[src/rtl/psum_wb_if.sv]
// Partial-sum write-back bundle: row push side, block-RAM write port and status.
// PSUM_WB_PERF_EN adds the stall_cnt / wr_cnt performance counters.
interface psum_wb_if #(
   parameter int ARRAY_ROWS = 3,
   parameter int DATA_W     = 32,
   parameter int ADDR_W     = 32
);
   logic [ARRAY_ROWS-1:0]             psum_valid;
   logic [ARRAY_ROWS-1:0][ADDR_W-1:0] psum_addr;
   logic [ARRAY_ROWS-1:0][DATA_W-1:0] psum_data;
   logic [ARRAY_ROWS-1:0]             psum_ready;
   logic                              wr_en;
   logic [ADDR_W-1:0]                 wr_addr;
   logic [DATA_W-1:0]                 wr_data;
   logic                              wr_ready;
   logic                              clr_overflow;
   logic [ARRAY_ROWS-1:0]             overflow;
   logic                              drained;
`ifdef PSUM_WB_PERF_EN
   logic [31:0]                       stall_cnt;
   logic [31:0]                       wr_cnt;

   modport master (
      output psum_valid, psum_addr, psum_data, wr_ready, clr_overflow,
      input  psum_ready, wr_en, wr_addr, wr_data, overflow, drained, stall_cnt, wr_cnt
   );
   modport slave (
      input  psum_valid, psum_addr, psum_data, wr_ready, clr_overflow,
      output psum_ready, wr_en, wr_addr, wr_data, overflow, drained, stall_cnt, wr_cnt
   );
`else
   modport master (
      output psum_valid, psum_addr, psum_data, wr_ready, clr_overflow,
      input  psum_ready, wr_en, wr_addr, wr_data, overflow, drained
   );
   modport slave (
      input  psum_valid, psum_addr, psum_data, wr_ready, clr_overflow,
      output psum_ready, wr_en, wr_addr, wr_data, overflow, drained
   );
`endif
endinterface

[src/rtl/psum_wb_arbiter.sv]
// Per-row psum FIFOs, round-robin arbitration onto one registered block-RAM write port.
// Optional PSUM_WB_PERF_EN: stall_cnt (saturating) and wr_cnt (wrapping) counters.
module psum_wb_arbiter #(
   parameter int ARRAY_ROWS = 3,
   parameter int DATA_W     = 32,
   parameter int ADDR_W     = 32,
   parameter int FIFO_DEPTH = 4
) (
   input  logic          clk,
   input  logic          rst,
   psum_wb_if.slave      bus_io
);
   localparam int PW = $clog2(FIFO_DEPTH);
   localparam int RW = (ARRAY_ROWS > 1) ? $clog2(ARRAY_ROWS) : 1;
   localparam int EW = ADDR_W + DATA_W;

   logic [EW-1:0]                   mem_q [ARRAY_ROWS][FIFO_DEPTH];
   logic [ARRAY_ROWS-1:0][PW:0]     wptr_q, wptr_d, rptr_q, rptr_d;
   logic [ARRAY_ROWS-1:0]           full, empty, push, drop, pop;
   logic [ARRAY_ROWS-1:0]           overflow_q, overflow_d;
   logic [RW-1:0]                   rr_ptr_q, rr_ptr_d, grant;
   logic                            found, load, take;
   logic                            wr_en_q, wr_en_d;
   logic [ADDR_W-1:0]               wr_addr_q, wr_addr_d;
   logic [DATA_W-1:0]               wr_data_q, wr_data_d;
   logic [EW-1:0]                   head;
   int                              idx;

   // Pointers carry one wrap bit: equal low bits with differing wrap bits means full.
   always_comb begin
      for (int i = 0; i < ARRAY_ROWS; i++) begin
         full[i]  = (wptr_q[i][PW] != rptr_q[i][PW]) &&
                    (wptr_q[i][PW-1:0] == rptr_q[i][PW-1:0]);
         empty[i] = (wptr_q[i] == rptr_q[i]);
      end
   end

   assign push = bus_io.psum_valid & ~full;
   assign drop = bus_io.psum_valid & full;

   always_comb begin
      found = 1'b0;
      grant = '0;
      idx   = 0;
      for (int j = 0; j < ARRAY_ROWS; j++) begin
         idx = int'(rr_ptr_q) + j;
         if (idx >= ARRAY_ROWS) idx = idx - ARRAY_ROWS;
         if (!found && !empty[idx]) begin
            found = 1'b1;
            grant = RW'(idx);
         end
      end
   end

   // Output register refills when empty or when its word is accepted this cycle.
   assign load = !wr_en_q || bus_io.wr_ready;
   assign take = load && found;
   assign head = mem_q[grant][rptr_q[grant][PW-1:0]];

   always_comb begin
      wr_en_d    = wr_en_q;
      wr_addr_d  = wr_addr_q;
      wr_data_d  = wr_data_q;
      rr_ptr_d   = rr_ptr_q;
      pop        = '0;
      overflow_d = (overflow_q & ~{ARRAY_ROWS{bus_io.clr_overflow}}) | drop;
      if (load) wr_en_d = found;
      if (take) begin
         {wr_addr_d, wr_data_d} = head;
         rr_ptr_d = (grant == RW'(ARRAY_ROWS - 1)) ? '0 : grant + 1'b1;
      end
      for (int i = 0; i < ARRAY_ROWS; i++) begin
         pop[i]    = take && (grant == RW'(i));
         wptr_d[i] = wptr_q[i] + (PW+1)'(push[i]);
         rptr_d[i] = rptr_q[i] + (PW+1)'(pop[i]);
      end
   end

   always_ff @(posedge clk) begin
      if (rst) begin
         wptr_q     <= '0;
         rptr_q     <= '0;
         rr_ptr_q   <= '0;
         wr_en_q    <= 1'b0;
         wr_addr_q  <= '0;
         wr_data_q  <= '0;
         overflow_q <= '0;
      end else begin
         wptr_q     <= wptr_d;
         rptr_q     <= rptr_d;
         rr_ptr_q   <= rr_ptr_d;
         wr_en_q    <= wr_en_d;
         wr_addr_q  <= wr_addr_d;
         wr_data_q  <= wr_data_d;
         overflow_q <= overflow_d;
      end
   end

   always_ff @(posedge clk) begin
      for (int i = 0; i < ARRAY_ROWS; i++) begin
         if (push[i]) mem_q[i][wptr_q[i][PW-1:0]] <= {bus_io.psum_addr[i], bus_io.psum_data[i]};
      end
   end

   assign bus_io.psum_ready = ~full;
   assign bus_io.wr_en      = wr_en_q;
   assign bus_io.wr_addr    = wr_addr_q;
   assign bus_io.wr_data    = wr_data_q;
   assign bus_io.overflow   = overflow_q;
   assign bus_io.drained    = (&empty) && !wr_en_q;

`ifdef PSUM_WB_PERF_EN
   logic [31:0] stall_cnt_q, stall_cnt_d, wr_cnt_q, wr_cnt_d;

   always_comb begin
      stall_cnt_d = stall_cnt_q;
      wr_cnt_d    = wr_cnt_q;
      if (wr_en_q && !bus_io.wr_ready && (stall_cnt_q != 32'hFFFF_FFFF))
         stall_cnt_d = stall_cnt_q + 32'd1;
      if (wr_en_q && bus_io.wr_ready)
         wr_cnt_d = wr_cnt_q + 32'd1;
   end

   always_ff @(posedge clk) begin
      if (rst) begin
         stall_cnt_q <= '0;
         wr_cnt_q    <= '0;
      end else begin
         stall_cnt_q <= stall_cnt_d;
         wr_cnt_q    <= wr_cnt_d;
      end
   end

   assign bus_io.stall_cnt = stall_cnt_q;
   assign bus_io.wr_cnt    = wr_cnt_q;
`endif
endmodule

[src/flat_wrapper.sv]
// flat-port wrapper written by rule: the top's interface ports become plain ports
module psum_wb_arbiter_flat 
#(
   parameter int ARRAY_ROWS = 3,
   parameter int DATA_W     = 32,
   parameter int ADDR_W     = 32,
   parameter int FIFO_DEPTH = 4
)
  (clk, rst, bus_io_psum_valid, bus_io_psum_addr, bus_io_psum_data, bus_io_wr_ready, bus_io_clr_overflow, bus_io_psum_ready, bus_io_wr_en, bus_io_wr_addr, bus_io_wr_data, bus_io_overflow, bus_io_drained);
  psum_wb_if #(.ARRAY_ROWS(ARRAY_ROWS), .DATA_W(DATA_W), .ADDR_W(ADDR_W)) bus_io_i ();
  input  logic clk;
  input  logic rst;
  input wire logic [$bits(bus_io_i.psum_valid)-1:0] bus_io_psum_valid;
  input wire logic [$bits(bus_io_i.psum_addr)-1:0] bus_io_psum_addr;
  input wire logic [$bits(bus_io_i.psum_data)-1:0] bus_io_psum_data;
  input wire logic [$bits(bus_io_i.wr_ready)-1:0] bus_io_wr_ready;
  input wire logic [$bits(bus_io_i.clr_overflow)-1:0] bus_io_clr_overflow;
  output wire logic [$bits(bus_io_i.psum_ready)-1:0] bus_io_psum_ready;
  output wire logic [$bits(bus_io_i.wr_en)-1:0] bus_io_wr_en;
  output wire logic [$bits(bus_io_i.wr_addr)-1:0] bus_io_wr_addr;
  output wire logic [$bits(bus_io_i.wr_data)-1:0] bus_io_wr_data;
  output wire logic [$bits(bus_io_i.overflow)-1:0] bus_io_overflow;
  output wire logic [$bits(bus_io_i.drained)-1:0] bus_io_drained;
  assign bus_io_i.psum_valid = bus_io_psum_valid;
  assign bus_io_i.psum_addr = bus_io_psum_addr;
  assign bus_io_i.psum_data = bus_io_psum_data;
  assign bus_io_i.wr_ready = bus_io_wr_ready;
  assign bus_io_i.clr_overflow = bus_io_clr_overflow;
  assign bus_io_psum_ready = bus_io_i.psum_ready;
  assign bus_io_wr_en = bus_io_i.wr_en;
  assign bus_io_wr_addr = bus_io_i.wr_addr;
  assign bus_io_wr_data = bus_io_i.wr_data;
  assign bus_io_overflow = bus_io_i.overflow;
  assign bus_io_drained = bus_io_i.drained;
  psum_wb_arbiter #(.ARRAY_ROWS(ARRAY_ROWS), .DATA_W(DATA_W), .ADDR_W(ADDR_W), .FIFO_DEPTH(FIFO_DEPTH)) u_core (.clk(clk), .rst(rst), .bus_io(bus_io_i));
endmodule
[config.mk]
export PLATFORM = sky130hd
export DESIGN_NAME = psum_wb_arbiter_flat
export DESIGN_NICKNAME = d
export VERILOG_FILES = /design/src/rtl/psum_wb_if.sv /design/src/rtl/psum_wb_arbiter.sv /design/src/flat_wrapper.sv
export SDC_FILE = /design/constraint.sdc
export NUM_CORES = 1
export LEC_CHECK = 0
export CORE_ASPECT_RATIO = 1.5
export CORE_MARGIN = 8
export CORE_UTILIZATION = 45
export CTS_CLUSTER_SIZE = 10
export DETAILED_ROUTE_END_ITERATION = 6
export HOLD_SLACK_MARGIN = 0.05
export SLEW_MARGIN = 20
export SYNTH_ARGS = -nofsm -noshare
export SYNTH_HDL_FRONTEND = slang
export SYNTH_SLANG_ARGS = --single-unit
[constraint.sdc]
create_clock -name clk -period 18.2 [get_ports clk]
set_input_delay 3.64 -clock clk [delete_from_list [all_inputs] [get_ports clk]]
set_output_delay 3.64 -clock clk [all_outputs]
set_load 0.05 [all_outputs]
==> results.cfg, run 1 <==
[power]
clockPowerShare_pct = 25.8
sw_frac_of_total_pct = 37.9
p_seq_share_pct = 36.0
power.internal_mw = 4.14
ir_worst_vdd_mv = 0.171
leakage_nw = 12.9
power_frac_comb_pct = 38.2
p_sw_mw = 2.53
p_per_area_mw_per_mm2 = 169

[cells_and_area]
area_growth_pct = 19.7
utilization_pct = 54.4
layout-drive-gt1-share_pct = 9.77
nFillCells = 5857
stdcell_count = 3322
nets = 2533

[run_status]
status = complete, no violations

[worst_hold_path]
hp-class = reg2reg

[logic_synthesis]
synthCells = 2050
async_flop_share_pct = 0
yosysMostFrequentCell = edfxtp_1
syn-mean-instance-area_sq_um = 16.0
ys_seq_elements = 856
seq_area_frac_synth_pct = 75.6
ys.flop_type = edfxtp_1
synth_top_area_cell = edfxtp_1
ys_types = 50
synth_edf_count = 768
synth.area.top_cells = edfxtp_1 70%, mux2i_1 5.6%, dfxtp_1 5.4%, nand2_1 3.2%, a211oi_1 2.6%
yosys.area.top_type_share_pct = 70.2
synth_commonest_cells = 768 x edfxtp_1, 279 x nand2_1, 183 x mux2i_1
synth_area_sq_mm = 0.0329
synth_nets = 2263
yosysWarnings = 0

[worst_setup_path]
critPathLaunchType = register
cp_max_fo = 31
arrival_ns = 3.43
endpoint_kind = output pin
cp.required_ns = 14.56
crit_type = reg2out

[global_routing]
antenna_found_initial = 16
grtUsageTotal_pct = 21.3
grt_first_pass_wirelength_mm = 130
grt_pass1_vias = 19800
grt_max_degree = 142
grt-ovfl-total = 0

[detailed_routing]
routedWlPerCell_um = 27.1
drt-total-wl_mm = 90.0
vias_per_cell = 5.81
dr.pass1.iters = 6
ant_nets = 0
drc = 0
drt-initial-drc-count = 1333
dr_total_vias = 19300

[clocking]
postCtsHoldBufs = 0
clock_latency_ns = 0.65
max-clock-path-buffers = 3
cts.htree.levels = 3
clock_sinks = 856
cts_tree = yes
cts-resized-gates = 0
numCtsBuffers = 95
clock_tree.root_cell = clkbuf_16
post_cts_buffers = 0
path_clk_slew_ns = 0.06

[placed_design]
io_buffers = 270
dp_hpwl_mm = 50.8
dp_cells = 3145
gp_congestion = 0.761

[die]
die_w_um = 237
start_util_pct = 45.4
io_pins = 271
core_sq_mm = 0.0724
die_y_um = 347
num_rows = 121
die_area_sq_mm = 0.0821

[sta]
setup_viol = 0
timing.final.crit_share_pct = 38.8
final.min_clock_period_ns = 7.07
hold_viol_final = 0
maxSlewHeadroom_pct = 22.2
clock.fmax_mhz = 141
fin_setup_tns_ns = 0
clock_skew_ns = 0.0248
worstMarginPinSlew_ns = 1.17
rsz0062_at_grt = no
slew_viol_final = 0

[run]
cap_viol_max_count = 0
## metrics by stage
stage	total power, mW	cell area, sq um	hold WS [ns]	setup WS, ns
after floorplan	4.11	32900	0.485	9.06
after global placement	4.96	36500	0.466	11.77
after detailed placement	4.99	36600	0.477	11.80
after CTS	6.71	39300	0.490	11.11
after global routing	6.95	39300	0.514	10.92
final	6.67	39300	0.485	11.13
## state kept, by name, summed over array words and instances (netlist names)
name	count
u_core.mem_q	768
u_core.bus_io.overflow	3
u_core.bus_io.wr_en	1
u_core.rr_ptr_q	2
u_core.rptr_q	9
u_core.bus_io.wr_data	32
u_core.wptr_q	9
u_core.bus_io.wr_addr	32
## layout by cell type (no fill, tap or decap), types with 13 or more instances in the layout
cell / n
a211oi_1: 112
a21oi_1: 13
a221o_1: 56
a311oi_1: 14
a31oi_1: 63
a32oi_1: 58
buf_4: 26
clkbuf_1: 70
clkbuf_16: 98
clkdlybuf4s50_1: 270
dfxtp_1: 87
edfxtp_1: 768
ha_1: 14
mux2_2: 71
mux2i_1: 183
nand2_1: 277
nand3_1: 16
nor2_1: 80
nor2b_1: 13
## cells by family (layout without fill, tap and decap cells)
group | after synthesis | after routing | share of synthesized area (%)
flip-flops | 856 | 856 | 75.6
AND/OR/NAND/NOR | 424 | 424 | 5.23
AO/OA/AOI/OAI | 350 | 350 | 8.44
multiplexers | 254 | 254 | 8.01
buffers and inverters | 136 | 480 | 1.80
adder cells (fa/ha/maj) | 15 | 15 | 0.564
XOR/XNOR | 15 | 15 | 0.400
other | 0 | 6 | 0
## area by class of cell
type / count / area (sq um) / share of cell area, %
multi-input cells: 1058 / 7580 / 19.3
diodes: 6 / 15.0 / 0.0382
repair buffers: 303 / 2990 / 7.59
inverters: 6 / 22.5 / 0.0573
flip-flops and latches: 856 / 24800 / 63.1
clock inverters: 3 / 33.8 / 0.0859
well taps: 922 / 1150 / 2.93
clock buffers: 168 / 2720 / 6.90
## worst max-delay path, cell delays in order (launching register included)
cell	delay [ns]
dfxtp_4	0.80
xor2_1	0.22
nor3_1	0.44
nand2_1	0.18
nor3b_1	0.28
clkdlybuf4s50_1	0.85
## final timing paths
path	start	cells after the start	slack, ns	to
setup / recovery	u_core.rptr_q[3]	5	11.13	bus_io_drained
hold / removal	u_core.bus_io.wr_addr[12]	1	0.48	u_core.bus_io.wr_addr[12]
setup reg to reg	u_core.rptr_q[3]	10	12.98	u_core.bus_io.wr_data[4]
hold reg to reg	u_core.bus_io.wr_addr[12]	1	0.48	u_core.bus_io.wr_addr[12]
## power by group through the flow
stage / combinational (mW) / sequential, mW / clock, mW
3_3_place_gp: 2.53 / 2.44 / 0
3_5_place_dp: 2.55 / 2.44 / 0
4_1_cts: 2.56 / 2.40 / 1.75
2_1_floorplan: 1.55 / 2.56 / 0
5_1_grt: 2.71 / 2.41 / 1.83
6_report: 2.55 / 2.40 / 1.72
## layer usage
layer  GRT usage (%)  up-vias  share of wire [%]
li1                -     8588                  -
met1            26.1     9828                 41
met2            36.6      695                 50
met3            3.92      168                6.1
met4            9.04       12                3.1
met5               0        -              0.086
No activity file was read; power rests on OpenSTA's default activity.
==> run 2, diff against run 1 <==
- clock period: 18.2 -> 7.07 ns (I/O delays scaled with it)
==> run 2 against run 1 <==
Against the previous run:
- first-iteration DRC count up 11%
- clock power rose to 2.6 times the previous value
- clock skew down 0.0049 ns
- critical path type unchanged
- highest routed layer unchanged
==> results.cfg, run 2 (synthesis results as in run 1) <==
[die]
die_y_um = 347
die_w_um = 237
num_rows = 121
die_area_sq_mm = 0.0821
io_pins = 271
core_sq_mm = 0.0724
start_util_pct = 45.4

[global_routing]
grt_pass1_vias = 20400
grt-ovfl-total = 0
grt_max_degree = 75
antenna_found_initial = 20
grtUsageTotal_pct = 22.7
grt_first_pass_wirelength_mm = 137

[power]
ir_worst_vdd_mv = 0.432
p_total_mw = 17.3
leakage_nw = 12.9
p_per_area_mw_per_mm2 = 439

[worst_setup_path]
crit_slowest_cell = clkdlybuf4s50_1
critPathLaunchType = register
cp.buffers_inverters = 1
crit_type = reg2out
cp_max_fo = 30
arrival_ns = 3.55
path_delay_family = simple AND/OR/NAND/NOR gates
path_cells = xor2_1 -> nor3_1 -> nand2_1 -> nor3b_1 -> clkdlybuf4s50_1
endpoint_kind = output pin
cp.required_ns = 5.66
slowest_delay_ns = 0.88

[sta]
final.min_clock_period_ns = 4.96
worstMarginPinSlew_ns = 1.14
timing.final.crit_share_pct = 70.2
setup_viol = 0
slew_viol_final = 0
rsz0062_at_grt = no
hold_viol_final = 0
holdWs_ns = 0.484
clock.fmax_mhz = 201
clock_skew_ns = 0.0199
fin_setup_tns_ns = 0
maxSlewHeadroom_pct = 24.0

[run_status]
status = complete, no violations

[placed_design]
gp_congestion = 0.783
dp_hpwl_mm = 54.5
dp_cells = 3150
io_buffers = 270
place_area_sq_mm = 0.0366

[detailed_routing]
drc = 0
drt-initial-drc-count = 1479
drt-total-wl_mm = 95.3
dr.pass1.iters = 5
dr_total_vias = 19600
routedWlPerCell_um = 28.6
ant_nets = 0
vias_per_cell = 5.88

[cells_and_area]
area_growth_pct = 19.9
nFillCells = 5807
final_common_cell = edfxtp_1
largest_reg_flops = 768
stdcell_count = 3335
postLayoutCellArea_sq_mm = 0.0394
layout-drive-gt1-share_pct = 10.0
nets = 2539
layout_common_cells = 768 x edfxtp_1, 277 x nand2_1, 270 x clkdlybuf4s50_1

[clocking]
clock_sinks = 856
postCtsHoldBufs = 0
path_clk_slew_ns = 0.06
cts_tree = yes
post_cts_buffers = 0
cts.htree.levels = 3
numCtsBuffers = 96
clock_tree.root_cell = clkbuf_16
cts-resized-gates = 0
max-clock-path-buffers = 3
clock_latency_ns = 0.65

[worst_hold_path]
hp-class = reg2reg

[run]
cap_viol_max_count = 0
## run 2: changes by cell type in the layout (fill, tap and decap cells not counted)
cell      change
buf_6         -6
clkinv_2      +1
clkinv_4      +1
buf_12        +1
buf_4        +10
clkbuf_1      +4
diode_2       +2
## run 2: power by group
part,switching [mW],internal (mW)
Clock,1.89,2.59
Combinational,4.46,2.16
Sequential,0.241,5.94
## run 2: final cells by class
cell class | count | area (sq um) | area share, %
Inverter | 6 | 22.5 | 0.0572
Antenna cell | 8 | 20.0 | 0.0508
Sequential cell | 856 | 24800 | 63.0
Tap cell | 922 | 1150 | 2.93
Clock inverter | 5 | 47.5 | 0.121
Timing Repair Buffer | 308 | 3010 | 7.65
Clock buffer | 172 | 2730 | 6.93
Multi-Input combinational cell | 1058 | 7580 | 19.2
## run 2: final timing paths
| check | startpoint | endpoint | slack, ns | depth (start not counted) |
|---|---|---|---|---|
| hold reg to reg | u_core.bus_io.wr_addr[17] | u_core.bus_io.wr_addr[17] | 0.48 | 1 |
| setup / recovery | u_core.rptr_q[3] | bus_io_drained | 2.11 | 5 |
| hold / removal | u_core.bus_io.wr_addr[17] | u_core.bus_io.wr_addr[17] | 0.48 | 1 |
| setup reg to reg | u_core.rptr_q[3] | u_core.bus_io.wr_data[7] | 2.31 | 10 |
## run 2: metrics by stage
step / utilization (%) / setup slack (ns)
finish: 54.4 / 2.11
global route: 54.4 / 1.99
CTS: 54.4 / 2.07
detailed placement: 50.6 / 2.35
global placement: 50.6 / 2.41
floorplan: - / 0.161
## run 2: per-layer routing
metal / global-route usage [%] / vias to the layer above / part of all wire, %
met5: 0 / - / 0.071
met2: 40.1 / 775 / 51
met1: 27.5 / 10000 / 39
met4: 8.85 / 12 / 3.3
met3: 4.05 / 185 / 6.3
li1: - / 8612 / -
## run 2: worst register-to-register path, delay by kind of cell (launching register included)
| family | cells | cell delay, ns |
|---|---|---|
| AO/OA/AOI/OAI | 4 | 1.05 |
| flip-flops | 1 | 0.76 |
| AND/OR/NAND/NOR | 3 | 1.77 |
| buffers and inverters | 1 | 0.55 |
| multiplexers | 1 | 0.26 |
| XOR/XNOR | 1 | 0.23 |
==> run 3, diff against run 2 <==
- clock period: 7.07 -> 5.16 ns (I/O delays scaled with it)
==> run 3 against run 2 <==
Against the previous run:
- hold slack improved by 0.0073 ns
- cell area rose by 0.60%
- power rose by 37%
- highest routed layer unchanged
==> results.cfg, run 3 (synthesis results as in run 1) <==
[clocking]
clock_latency_ns = 0.65
cts_tree = yes
clock_tree.root_cell = clkbuf_16
cts-resized-gates = 0
path_clk_slew_ns = 0.06
clock_sinks = 856
numCtsBuffers = 95
post_cts_buffers = 0
max-clock-path-buffers = 3
cts.htree.levels = 3
postCtsHoldBufs = 0

[cells_and_area]
stdcell_count = 3342
final_common_cell = edfxtp_1
nets = 2545
largest_reg_flops = 768
postLayoutCellArea_sq_mm = 0.0396
area_growth_pct = 20.6
utilization_pct = 54.8
layout-drive-gt1-share_pct = 10.2
layout_common_cells = 768 x edfxtp_1, 277 x nand2_1, 270 x clkdlybuf4s50_1

[detailed_routing]
dr_total_vias = 19300
vias_per_cell = 5.78
drt-initial-drc-count = 1595
routedWlPerCell_um = 27.4
ant_nets = 0
dr.pass1.iters = 5
drt-total-wl_mm = 91.7
drc = 0

[global_routing]
use_met1_pct = 27.7
grtUsageTotal_pct = 22.0
antenna_found_initial = 18
grt_pass1_vias = 20200
grt-ovfl-total = 0
grt_first_pass_wirelength_mm = 134
top_usage_layer = met2
use_met3_pct = 4.50
met2_usage_pct = 37.3
grt_max_degree = 86

[power]
leakage_nw = 13.0
p_total_mw = 23.7
p_per_area_mw_per_mm2 = 598
ir_worst_vdd_mv = 0.690

[die]
die_y_um = 347
die_area_sq_mm = 0.0821
io_pins = 271
die_w_um = 237
core_sq_mm = 0.0724
start_util_pct = 45.4
num_rows = 121

[worst_setup_path]
crit_slowest_cell = clkdlybuf4s50_1
path_cells = xor2_1 -> nor3_1 -> nand2_1 -> nor3b_1 -> clkdlybuf4s50_1
crit_type = reg2out
path_delay_family = simple AND/OR/NAND/NOR gates
endpoint_kind = output pin
cp.buffers_inverters = 1
cp_max_fo = 6
arrival_ns = 3.22
critPathLaunchType = register
cp.required_ns = 4.13
slowest_delay_ns = 0.87

[worst_hold_path]
hp-class = reg2reg

[sta]
worst_slack_ns = 0.905
rsz0062_at_grt = no
setup_viol = 0
clock.fmax_mhz = 235
final.min_clock_period_ns = 4.25
clock_skew_ns = 0.0287
slew_viol_final = 0
timing.final.crit_share_pct = 82.5
maxSlewHeadroom_pct = 31.3
holdWs_ns = 0.491
fin_setup_tns_ns = 0
worstMarginPinSlew_ns = 1.03
hold_viol_final = 0

[placed_design]
gp_congestion = 0.812
dp_hpwl_mm = 51.4
dp_cells = 3157
place_area_sq_mm = 0.0368
place_ws_ns = 1.16
io_buffers = 270

[run]
cap_viol_max_count = 0

[run_status]
status = complete, no violations
[run 3: worst paths after layout]
| path | startpoint | slack (ns) | end | cells past startpoint |
|---|---|---|---|---|
| min reg2reg | u_core.bus_io.wr_addr[7] | 0.49 | u_core.bus_io.wr_addr[7] | 1 |
| max | u_core.wptr_q[4] | 0.91 | bus_io_drained | 5 |
| max reg2reg | u_core.wptr_q[7] | 1.19 | u_core.bus_io.wr_data[28] | 10 |
| min | u_core.bus_io.wr_addr[7] | 0.49 | u_core.bus_io.wr_addr[7] | 1 |
[run 3: area by class of cell]
class,instances,area (sq um)
multi-input combinational,1058,7600
tap,922,1150
sequential,856,24800
antenna,13,32.5
clock inverter,3,41.3
clock buffer,169,2710
fill,5790,32700
timing repair buffer,315,3240
inverter,6,22.5
[run 3: worst reg2reg max path: cells and delay by family, from the launching register on]
kind	cells	cell delay (ns)
AO/OA/AOI/OAI	5	1.67
XOR/XNOR	1	0.22
buffers and inverters	1	0.33
flip-flops	1	0.51
multiplexers	1	0.39
AND/OR/NAND/NOR	2	0.73
[run 3: per-layer routing]
layer,wire length [um],part of all wire (%)
met1,37600,41
met3,6160,6.7
met2,45500,50
met4,2410,2.6
met5,49,0.053
[run 3: where the power goes]
| part | switching [mW] | internal (mW) |
|---|---|---|
| combinational | 6.10 | 3.11 |
| sequential | 0.272 | 8.13 |
| clock | 2.56 | 3.52 |
